**config.mk**
```make
export PLATFORM = sky130hd
export DESIGN_NAME = b2b_event_arbiter_flat
export DESIGN_NICKNAME = d
export VERILOG_FILES = /design/src/rtl/b2b_event_arbiter_if.sv /design/src/rtl/b2b_event_arbiter.sv /design/src/flat_wrapper.sv
export SDC_FILE = /design/constraint.sdc
export NUM_CORES = 1
export LEC_CHECK = 0
export CORE_AREA = 2 2 477 479
export CTS_CLUSTER_DIAMETER = 40
export DETAILED_ROUTE_END_ITERATION = 10
export DIE_AREA = 0 0 479 481
export PLACE_DENSITY = 0.32
export REMOVE_ABC_BUFFERS = 1
export SYNTH_ARGS = -nofsm -noshare
export SYNTH_HDL_FRONTEND = slang
export SYNTH_SLANG_ARGS = --single-unit
```
**constraint.sdc**
```tcl
create_clock -name b2b_clk -period 3.2 [get_ports b2b_clk]
set_input_delay 0.64 -clock b2b_clk [delete_from_list [all_inputs] [get_ports b2b_clk]]
set_output_delay 0.64 -clock b2b_clk [all_outputs]
set_load 0.01 [all_outputs]
```
**src/rtl/b2b_event_arbiter_if.sv**
```systemverilog
// Bundles the cluster FIFO read side and output-board write side of the
// board-to-board event arbiter; the arbiter takes the slave view.
interface b2b_event_arbiter_if #(
  parameter int DATA_WIDTH          = 65,
  parameter int TOTAL_CLUSTERS      = 4,
  parameter int TOTAL_OUTPUT_BOARDS = 14
);
  logic [TOTAL_CLUSTERS-1:0][DATA_WIDTH-1:0]      cluster_data;
  logic [TOTAL_CLUSTERS-1:0]                      cluster_empty;
  logic [TOTAL_CLUSTERS-1:0]                      cluster_req;
  logic [TOTAL_OUTPUT_BOARDS-1:0][DATA_WIDTH-1:0] output_board_event;
  logic [TOTAL_OUTPUT_BOARDS-1:0]                 output_board_wren;
  logic [TOTAL_OUTPUT_BOARDS-1:0]                 output_board_almost_full;
  logic                                           busy;
  logic [15:0]                                    err_count;

  modport slave (
    input  cluster_data, cluster_empty, output_board_almost_full,
    output cluster_req, output_board_event, output_board_wren, busy, err_count
  );

  modport master (
    output cluster_data, cluster_empty, output_board_almost_full,
    input  cluster_req, output_board_event, output_board_wren, busy, err_count
  );
endinterface

```
**src/rtl/b2b_event_arbiter.sv**
```systemverilog
// Packet-aware round-robin arbiter: drains whole events from FWFT cluster FIFOs
// and replicates every word to all output boards named in the header mask.
module b2b_event_arbiter #(
  parameter int DATA_WIDTH          = 65,
  parameter int TOTAL_CLUSTERS      = 4,
  parameter int TOTAL_OUTPUT_BOARDS = 14
) (
  input  logic                 b2b_clk,
  input  logic                 b2b_srst,
  b2b_event_arbiter_if.slave   io_if
);
  localparam int CW = (TOTAL_CLUSTERS > 1) ? $clog2(TOTAL_CLUSTERS) : 1;

  typedef enum logic [1:0] {S_IDLE, S_FWD, S_DROP} state_t;

  state_t                         r_state, w_state_nxt;
  logic [CW-1:0]                  r_rr_ptr, w_rr_nxt;
  logic [CW-1:0]                  r_grant, w_grant_nxt;
  logic [TOTAL_OUTPUT_BOARDS-1:0] r_mask, w_mask_nxt;
  logic [TOTAL_OUTPUT_BOARDS-1:0] r_wren_p1, w_wren_nxt;
  logic [DATA_WIDTH-1:0]          r_event_p1, w_event_nxt;
  logic [15:0]                    r_err_count;
  logic                           w_err_inc;
  logic [TOTAL_CLUSTERS-1:0]      w_req, w_cand, w_stray;
  logic                           w_found, w_stray_found, w_pop;
  logic [CW-1:0]                  w_sel, w_stray_sel;
  logic [DATA_WIDTH-1:0]          w_head;

  function automatic logic is_header(input logic [DATA_WIDTH-1:0] w);
    return w[DATA_WIDTH-1] && (w[DATA_WIDTH-2 -: 8] == 8'hAB);
  endfunction

  function automatic logic is_footer(input logic [DATA_WIDTH-1:0] w);
    return w[DATA_WIDTH-1] && (w[DATA_WIDTH-2 -: 8] == 8'hCD);
  endfunction

  function automatic logic [CW-1:0] rr_idx(input logic [CW-1:0] base, input int k);
    int s;
    s = int'(base) + k;
    if (s >= TOTAL_CLUSTERS) s = s - TOTAL_CLUSTERS;
    return CW'(s);
  endfunction

  function automatic logic [15:0] sat_inc16(input logic [15:0] v);
    return (v == 16'hFFFF) ? v : v + 16'd1;
  endfunction

  // Candidate scan: descending loops leave the lowest offset / index selected
  always_comb begin
    w_found       = 1'b0;
    w_sel         = '0;
    w_stray_found = 1'b0;
    w_stray_sel   = '0;
    for (int c = 0; c < TOTAL_CLUSTERS; c++) begin
      w_cand[c]  = !io_if.cluster_empty[c] &&  is_header(io_if.cluster_data[c]);
      w_stray[c] = !io_if.cluster_empty[c] && !is_header(io_if.cluster_data[c]);
    end
    for (int k = TOTAL_CLUSTERS-1; k >= 0; k--) begin
      if (w_cand[rr_idx(r_rr_ptr, k)]) begin
        w_found = 1'b1;
        w_sel   = rr_idx(r_rr_ptr, k);
      end
    end
    for (int c = TOTAL_CLUSTERS-1; c >= 0; c--) begin
      if (w_stray[c]) begin
        w_stray_found = 1'b1;
        w_stray_sel   = CW'(c);
      end
    end
  end

  always_comb begin
    w_state_nxt = r_state;
    w_rr_nxt    = r_rr_ptr;
    w_grant_nxt = r_grant;
    w_mask_nxt  = r_mask;
    w_wren_nxt  = '0;
    w_event_nxt = r_event_p1;
    w_err_inc   = 1'b0;
    w_req       = '0;
    w_pop       = 1'b0;
    w_head      = io_if.cluster_data[r_grant];
    unique case (r_state)
      S_IDLE: begin
        if (w_found) begin
          w_grant_nxt = w_sel;
          w_mask_nxt  = io_if.cluster_data[w_sel][TOTAL_OUTPUT_BOARDS-1:0];
          w_state_nxt = (w_mask_nxt != '0) ? S_FWD : S_DROP;
        end else if (w_stray_found) begin
          w_req[w_stray_sel] = 1'b1;
          w_err_inc          = 1'b1;
        end
      end
      S_FWD: begin
        // Any masked destination near full stalls the whole event, keeping lanes in lockstep
        w_pop = !io_if.cluster_empty[r_grant] &&
                !(|(io_if.output_board_almost_full & r_mask));
        if (w_pop) begin
          w_req[r_grant] = 1'b1;
          w_wren_nxt     = r_mask;
          w_event_nxt    = w_head;
          if (is_footer(w_head)) begin
            w_state_nxt = S_IDLE;
            w_rr_nxt    = rr_idx(r_grant, 1);
          end
        end
      end
      S_DROP: begin
        w_pop = !io_if.cluster_empty[r_grant];
        if (w_pop) begin
          w_req[r_grant] = 1'b1;
          if (is_footer(w_head)) begin
            w_state_nxt = S_IDLE;
            w_rr_nxt    = rr_idx(r_grant, 1);
          end
        end
      end
      default: w_state_nxt = S_IDLE;
    endcase
    if (b2b_srst) w_req = '0;
  end

  // Stage p0 -> p1: state update and registered write port
  always_ff @(posedge b2b_clk) begin
    if (b2b_srst) begin
      r_state     <= S_IDLE;
      r_rr_ptr    <= '0;
      r_grant     <= '0;
      r_mask      <= '0;
      r_wren_p1   <= '0;
      r_event_p1  <= '0;
      r_err_count <= '0;
    end else begin
      r_state    <= w_state_nxt;
      r_rr_ptr   <= w_rr_nxt;
      r_grant    <= w_grant_nxt;
      r_mask     <= w_mask_nxt;
      r_wren_p1  <= w_wren_nxt;
      r_event_p1 <= w_event_nxt;
      if (w_err_inc) r_err_count <= sat_inc16(r_err_count);
    end
  end

  always_comb begin
    for (int i = 0; i < TOTAL_OUTPUT_BOARDS; i++) io_if.output_board_event[i] = r_event_p1;
  end

  assign io_if.cluster_req       = w_req;
  assign io_if.output_board_wren = r_wren_p1;
  assign io_if.busy              = (r_state != S_IDLE);
  assign io_if.err_count         = r_err_count;
endmodule

```
**src/flat_wrapper.sv**
```systemverilog
// flat-port wrapper written by rule: the top's interface ports become plain ports
module b2b_event_arbiter_flat 
#(
  parameter int DATA_WIDTH          = 65,
  parameter int TOTAL_CLUSTERS      = 4,
  parameter int TOTAL_OUTPUT_BOARDS = 14
)
  (b2b_clk, b2b_srst, io_if_cluster_data, io_if_cluster_empty, io_if_output_board_almost_full, io_if_cluster_req, io_if_output_board_event, io_if_output_board_wren, io_if_busy, io_if_err_count);
  b2b_event_arbiter_if #(.DATA_WIDTH(DATA_WIDTH), .TOTAL_CLUSTERS(TOTAL_CLUSTERS), .TOTAL_OUTPUT_BOARDS(TOTAL_OUTPUT_BOARDS)) io_if_i ();
  input  logic b2b_clk;
  input  logic b2b_srst;
  input wire logic [$bits(io_if_i.cluster_data)-1:0] io_if_cluster_data;
  input wire logic [$bits(io_if_i.cluster_empty)-1:0] io_if_cluster_empty;
  input wire logic [$bits(io_if_i.output_board_almost_full)-1:0] io_if_output_board_almost_full;
  output wire logic [$bits(io_if_i.cluster_req)-1:0] io_if_cluster_req;
  output wire logic [$bits(io_if_i.output_board_event)-1:0] io_if_output_board_event;
  output wire logic [$bits(io_if_i.output_board_wren)-1:0] io_if_output_board_wren;
  output wire logic [$bits(io_if_i.busy)-1:0] io_if_busy;
  output wire logic [$bits(io_if_i.err_count)-1:0] io_if_err_count;
  assign io_if_i.cluster_data = io_if_cluster_data;
  assign io_if_i.cluster_empty = io_if_cluster_empty;
  assign io_if_i.output_board_almost_full = io_if_output_board_almost_full;
  assign io_if_cluster_req = io_if_i.cluster_req;
  assign io_if_output_board_event = io_if_i.output_board_event;
  assign io_if_output_board_wren = io_if_i.output_board_wren;
  assign io_if_busy = io_if_i.busy;
  assign io_if_err_count = io_if_i.err_count;
  b2b_event_arbiter #(.DATA_WIDTH(DATA_WIDTH), .TOTAL_CLUSTERS(TOTAL_CLUSTERS), .TOTAL_OUTPUT_BOARDS(TOTAL_OUTPUT_BOARDS)) u_core (.b2b_clk(b2b_clk), .b2b_srst(b2b_srst), .io_if(io_if_i));
endmodule
```
# Word level (Yosys, flattened, before mapping)
# Index checks and enable logic that the tools add are counted.
# classes
add_sub_neg,10
mul,0
n_div,0
magnitude_cmp,14
eq_ne,11
shifts,0
n_mux,58
bitwise,4
reduce_logical,37
# op_table
op,n
65-bit binary-select mux with 2-bit select,2
65-bit 2-to-1 mux,1
2-bit 2-to-1 mux,21
"8-bit == test, second input constant",5
"2-bit by 3-bit < comparator with 1-bit output, second input constant",7
4-bit 2-to-1 mux,5
1-bit 2-to-1 mux,18
"16-bit by 1-bit adder with 16-bit output, second input constant",1
"16-bit == test, second input constant",1
1-bit logical AND,16
14-bit AND,1
14-bit 2-to-1 mux,1
14-bit nonzero test,1
14-bit OR reduction,1
"3-bit >= comparator, second input constant",4
4-bit one-hot mux with 3 select lines,1
1-bit binary-select mux with 2-bit select,5
1-bit zero test,10
"2-bit by 1-bit subtractor with 2-bit output, second input constant",5
"2-bit by 1-bit adder with 3-bit output, second input constant",2
"2-bit by 2-bit adder with 3-bit output, second input constant",2
2-bit one-hot mux with 3 select lines,1
2-bit AND reduction,3
3-bit AND reduction,2
other kinds (12),18
# totals
reg_bits,115
latchBits,0
mem_bits_rw,0
rom_bits,0
in_bits,280
output_inout_bits,945
wordCells,141
mem_count,0

# Longest topological paths before layout
# logic_depth
word_depth,16
depth_mapped,11
mapped_depth_nobuf,9

# Worst setup path before layout
# Ideal clock, no wire load.
# synth_timing
kind,input to register
from,in io_if_cluster_data[190]
to,reg u_core.r_state[0]
setup_time_ps,115
arrival_time_ps,3057
required_time_ps,3085
setup_slack_ps,28
stages,8
n_path_buf,0
cell_sequence,nor4bb_1 > nand4bb_2 > a221o_1 > nor2_2 > mux4_1 > nor4_4 > nand4_1 > o21a_1
# synth_via
elab_chain_len,15
word_cells_on_any_way,34
cone_classes,eq/ne (3); mux (26); reduce/logical (5)
# synth_rtl
element,line,source
"start, declared",flat_wrapper.sv:12,input wire logic [$bits(io_if_i.cluster_data)-1:0] io_if_cluster_data;
8-bit == test,b2b_event_arbiter.sv:30,return w[DATA_WIDTH-1] && (w[DATA_WIDTH-2 -: 8] == 8'hAB);
1-bit logical AND,b2b_event_arbiter.sv:30,
1-bit logical AND,b2b_event_arbiter.sv:55,w_cand[c] = !io_if.cluster_empty[c] && is_header(io_if.cluster_data[c]);
1-bit binary-select mux with 2-bit select,b2b_event_arbiter.sv:59,"if (w_cand[rr_idx(r_rr_ptr, k)]) begin"
1-bit 2-to-1 mux (not written as such),b2b_event_arbiter.sv:59,
2-bit 2-to-1 mux (4 in a row),b2b_event_arbiter.sv:59,
65-bit binary-select mux with 2-bit select,b2b_event_arbiter.sv:87,w_mask_nxt = io_if.cluster_data[w_sel][TOTAL_OUTPUT_BOARDS-1:0];
14-bit 2-to-1 mux (not written as such),b2b_event_arbiter.sv:87,
14-bit nonzero test,b2b_event_arbiter.sv:88,w_state_nxt = (w_mask_nxt != '0) ? S_FWD : S_DROP;
2-bit 2-to-1 mux,b2b_event_arbiter.sv:88,
2-bit 2-to-1 mux,b2b_event_arbiter.sv:85,if (w_found) begin
2-bit one-hot mux with 3 select lines,b2b_event_arbiter.sv:83,unique case (r_state)
"end signal, assigned",b2b_event_arbiter.sv:134,r_state <= w_state_nxt;
"end, declared",b2b_event_arbiter.sv:16,"state_t r_state, w_state_nxt;"
# Parallel ways exist; a longest one is shown, timed or not. The select of a mux whose other input is x is not followed.
# A chain may end at the register's enable or synchronous reset.

# Worst setup path in the final report
# layout_timing
from,in io_if_cluster_data[57]
to,out io_if_cluster_req[3]
# layout_via
elab_chain_len,13
word_cells_on_any_way,28
cone_classes,order compare (2); eq/ne (1); mux (20); reduce/logical (5)
# layout_rtl
element,line,source
8-bit == test (*),b2b_event_arbiter.sv:30,
1-bit logical AND (*),b2b_event_arbiter.sv:30,
1-bit zero test,b2b_event_arbiter.sv:56,w_stray[c] = !io_if.cluster_empty[c] && !is_header(io_if.cluster_data[c]);
1-bit logical AND,b2b_event_arbiter.sv:56,
2-bit 2-to-1 mux,b2b_event_arbiter.sv:65,if (w_stray[c]) begin
2-bit by 3-bit < comparator with 1-bit output (not written as such) / 2-bit by 1-bit >= comparator with 1-bit output (equally long branches),b2b_event_arbiter.sv:90,w_req[w_stray_sel] = 1'b1;
1-bit logical AND (not written as such),b2b_event_arbiter.sv:90,
1-bit 2-to-1 mux (not written as such),b2b_event_arbiter.sv:90,
1-bit demux with 2-bit select,-,
4-bit 2-to-1 mux,b2b_event_arbiter.sv:89,end else if (w_stray_found) begin
4-bit 2-to-1 mux (*),b2b_event_arbiter.sv:85,
4-bit one-hot mux with 3 select lines (*),b2b_event_arbiter.sv:83,
4-bit 2-to-1 mux (*),b2b_event_arbiter.sv:120,if (b2b_srst) w_req = '0;
"end, declared",flat_wrapper.sv:15,output wire logic [$bits(io_if_i.cluster_req)-1:0] io_if_cluster_req;
# Every way passes the cells marked *; elsewhere a longest branch is shown, timed or not. The select of a mux whose other input is x is not followed.

==> results.tsv <==
stage	metric	value	unit
clock_tree	cts_tree	done	
yosys	synth_area_leader_cell	buf_4	
cells_and_area	multi_input_area	4462	sq um
route	dr.pass1.iters	4	
clock_tree	cts_buffer_depth	2	
die	core_area	225700	sq um
yosys	post-synth-top-area-fraction	48.19	%
critical_path	worstPathArrival	2.83	ns
yosys	synthCells	1578	
cells_and_area	synthToLayoutAreaGrowth	89.82	%
hold_path	hold_path.class	in -> reg	
route	wire_per_inst	19.85	um
die	fp.dieArea	230400	sq um
critical_path	crit_start	io_if_cluster_data[57]	
route	dr.first_iter.drc_count	506	
die	fp.dieW	479	um
job	cap_violations	0	
route	finalWirelength	101700	um
yosys	ys_seq_area_share	17.49	%
placed_design	gp_congestion	0.7777	
clock_tree	root_buffer	clkbuf_16	
cells_and_area	nFillCells	25870	
clock_tree	clk_pin_slew_worst_paths	0.06	ns
route	antenna_left	0	
clock_tree	cts.sinks	115	
yosys	avgSynthCellArea	8.342	sq um
global_routing	grt_util_all_layers	8.308	%
global_routing	first_global_vias	12061	
cells_and_area	drive_gt1_share	15.66	%
die	num_rows	175	
cells_and_area	final_area	24990	sq um
yosys	dominantRegCellSynth	dfxtp_1	
hold_path	hold_start	b2b_srst	
yosys	synth_area_leaders	buf_4 (48%), dfxtp_1 (17%), mux4_2 (11%), nand2_1 (4.5%), a21oi_1 (3.0%)	
sta	fin_crit_sh	108.5	%
clock_tree	htreeDepth	4	
power_and_ir_drop	totalPowerFinal	4.343	mW
placed_design	numPortBuffers	1224	
die	pin_count	1225	
critical_path	worst_setup_path_start_kind	input pin	
global_routing	overflow	0	
placed_design	dp_hpwl	87450	um
sta	layout_setup_ws	-0.2729	ns
sta	drv_slew	0	
global_routing	antenna_found_initial	20	
sta	hold_viol_final	0	
hold_path	worst_hold_path.num_cells	2	
route	vias	12114	
critical_path	r2r_cells	11	
clock_tree	cts-buffers-inserted	17	
critical_path	timing.rr.start	u_core.r_grant[1]	
sta	final.min_clock_period	3.473	ns
yosys	synth_area	13160	sq um
yosys	yosysWarnings	0	
critical_path	crit_required	2.56	ns
die	die-height	481	um
placed_design	place_area	24080	sq um
power_and_ir_drop	vdd_drop_max	0.3330	mV
critical_path	r2r_slack	0.17	ns
yosys	ys_ff_latch	115	
yosys	ys_top_cells_by_count	buf_4 (845), nand2_1 (158), dfxtp_1 (115)	
die	start_util	5.831	%
sta	setup_viol	5	
sta	fin_skew	0.01571	ns
sta	timing.fmax	287.9	MHz
sta	worstMarginPinSlew	0.9715	ns
power_and_ir_drop	leakage	7.720	nW
yosys	synth_edf_count	0	
route	drc_errors	0	
sta	rsz0062_at_grt	true	
cells_and_area	nNetsFinal	2383	
cells_and_area	regArea	2317	sq um
yosys	yosysMostFrequentCell	buf_4	
critical_path	r2r-end	u_core.r_state[1]	
critical_path	critPathMaxFanout	3	
yosys	synth-async-reset-ratio	0	%
global_routing	grt_pass1_wl	124400	um
clock_tree	clock_latency	0.51	ns
critical_path	worstSetupPathType	in -> out	
sta	max_slew_margin	35.15	%
run_status	violations	negative setup slack	
critical_path	crit_path_end	io_if_cluster_req[3]	
global_routing	grt_max_degree	54	
power_and_ir_drop	p_per_area	173.8	nW/um^2
yosys	synthDistinctLibCells	61	
run_status	status	complete, but fails checks	
critical_path	worst_setup_path_end_kind	primary output	
route	viasPerCell	2.365	
[stage by stage]
stage | hold WS [ns] | utilization [%] | cells | setup TNS (ns) | setup slack, ns
2_1_floorplan | 0.4276 | - | 680 | -142.14 | -2.489
3_3_place_gp | 0.4423 | 10.67 | 5068 | -47.14 | -0.9498
3_5_place_dp | 0.4474 | 10.67 | 5068 | -47.74 | -0.9579
4_1_cts | 0.3737 | 11.04 | 5114 | -1.381 | -0.4072
5_1_grt | 0.3962 | 11.06 | 5118 | -1.459 | -0.3622
6_report | 0.4410 | 11.07 | 5123 | -0.8788 | -0.2729
[cell type report]
| cell class | count | area share [%] |
|---|---|---|
| well taps | 3009 | 15.07 |
| flip-flops and latches | 115 | 9.273 |
| diodes | 7 | 0.07010 |
| clock buffers | 21 | 1.843 |
| repair buffers | 1395 | 55.11 |
| clock inverters | 11 | 0.6059 |
| multi-input cells | 553 | 17.86 |
| inverters | 12 | 0.1803 |
[cell usage in the layout, fill, tap and decap left out, drive strengths merged, types with 3 or more instances in the layout]
| cell type | Yosys | final |
|---|---|---|
| xnor2 | 5 | 5 |
| nand4 | 8 | 8 |
| nor3 | 15 | 15 |
| dfxtp | 115 | 115 |
| a22oi | 14 | 14 |
| diode | 0 | 7 |
| ha | 9 | 9 |
| nor2 | 35 | 35 |
| inv | 12 | 14 |
| bufinv | 0 | 3 |
| clkbuf | 46 | 24 |
| nand4bb | 5 | 5 |
| o21ai | 22 | 22 |
| nand3 | 39 | 39 |
| and3 | 3 | 3 |
| mux4 | 70 | 70 |
| xor2 | 8 | 8 |
| nand3b | 8 | 8 |
| or3 | 6 | 6 |
| nor4 | 7 | 7 |
| buf | 852 | 180 |
| o21a | 4 | 4 |
| dlygate4sd2 | 0 | 28 |
| clkdlybuf4s15 | 0 | 3 |
| clkdlybuf4s50 | 0 | 1181 |
| mux2i | 11 | 11 |
| and2 | 15 | 15 |
| nand2 | 158 | 158 |
| a21oi | 78 | 78 |
| clkinv | 0 | 5 |
[logic make-up (layout without fill, tap and decap cells)]
kind of cell,Yosys count,after routing,share of synthesized area (%)
buffers and inverters,910,1439,50.11
AND/OR/NAND/NOR,318,318,12.00
AO/OA/AOI/OAI,130,130,5.608
flip-flops,115,115,17.49
multiplexers,83,83,13.07
XOR/XNOR,13,13,0.8649
adder cells (fa/ha/maj),9,9,0.8554
other,0,7,0
[flip-flops by register name, summed over array words and instances, names as in the netlist]
register / cells
u_core.r_mask: 14
u_core.r_event_p1: 65
u_core.io_if.err_count: 16
u_core.io_if.output_board_wren: 14
u_core.r_state: 2
u_core.r_grant: 2
u_core.r_rr_ptr: 2
[worst min path at each step]
stage	endpoint	slack, ns
floorplan	u_core.io_if.output_board_wren[13]	0.43
global placement	u_core.r_event_p1[31]	0.44
detailed placement	u_core.r_event_p1[16]	0.45
CTS	u_core.io_if.err_count[10]	0.37
global route	u_core.io_if.err_count[10]	0.40
finish	u_core.io_if.err_count[15]	0.44
[layer usage]
metal  part of all wire (%)  GRT usage [%]  vias up
met5                      0              0        -
met3                    4.5          1.341       57
met4                    2.8          3.085        0
li1                       -              -     5435
met2                     56          16.24      700
met1                     36          8.807     5922
[worst max-delay path, stage by stage]
cell and delay (ns):
dlygate4sd2_1 0.28, nand3b_1 0.14, buf_4 0.16, o31a_1 0.35, buf_12 0.17, or3_4 0.36, nor4b_4 0.26, a21oi_2 0.05
nor3_2 0.16, buf_4 0.15, buf_12 0.10
[power by group]
group	total, mW	switching (mW)	internal [mW]
combinational	0.726	0.263	0.464
sequential	1.45	0.00975	1.44
clock	2.17	0.904	1.27
total	4.34	1.18	3.17
[what timing repair did]
item                       4_1_cts  5_1_grt
setup endpoints to repair       20        6
cloned                           0        0
hold buffers                     0        0
resized for setup               88       11
pin swaps                       26        9
buffers inserted                15        2
No activity file was read; power rests on OpenSTA's default activity.
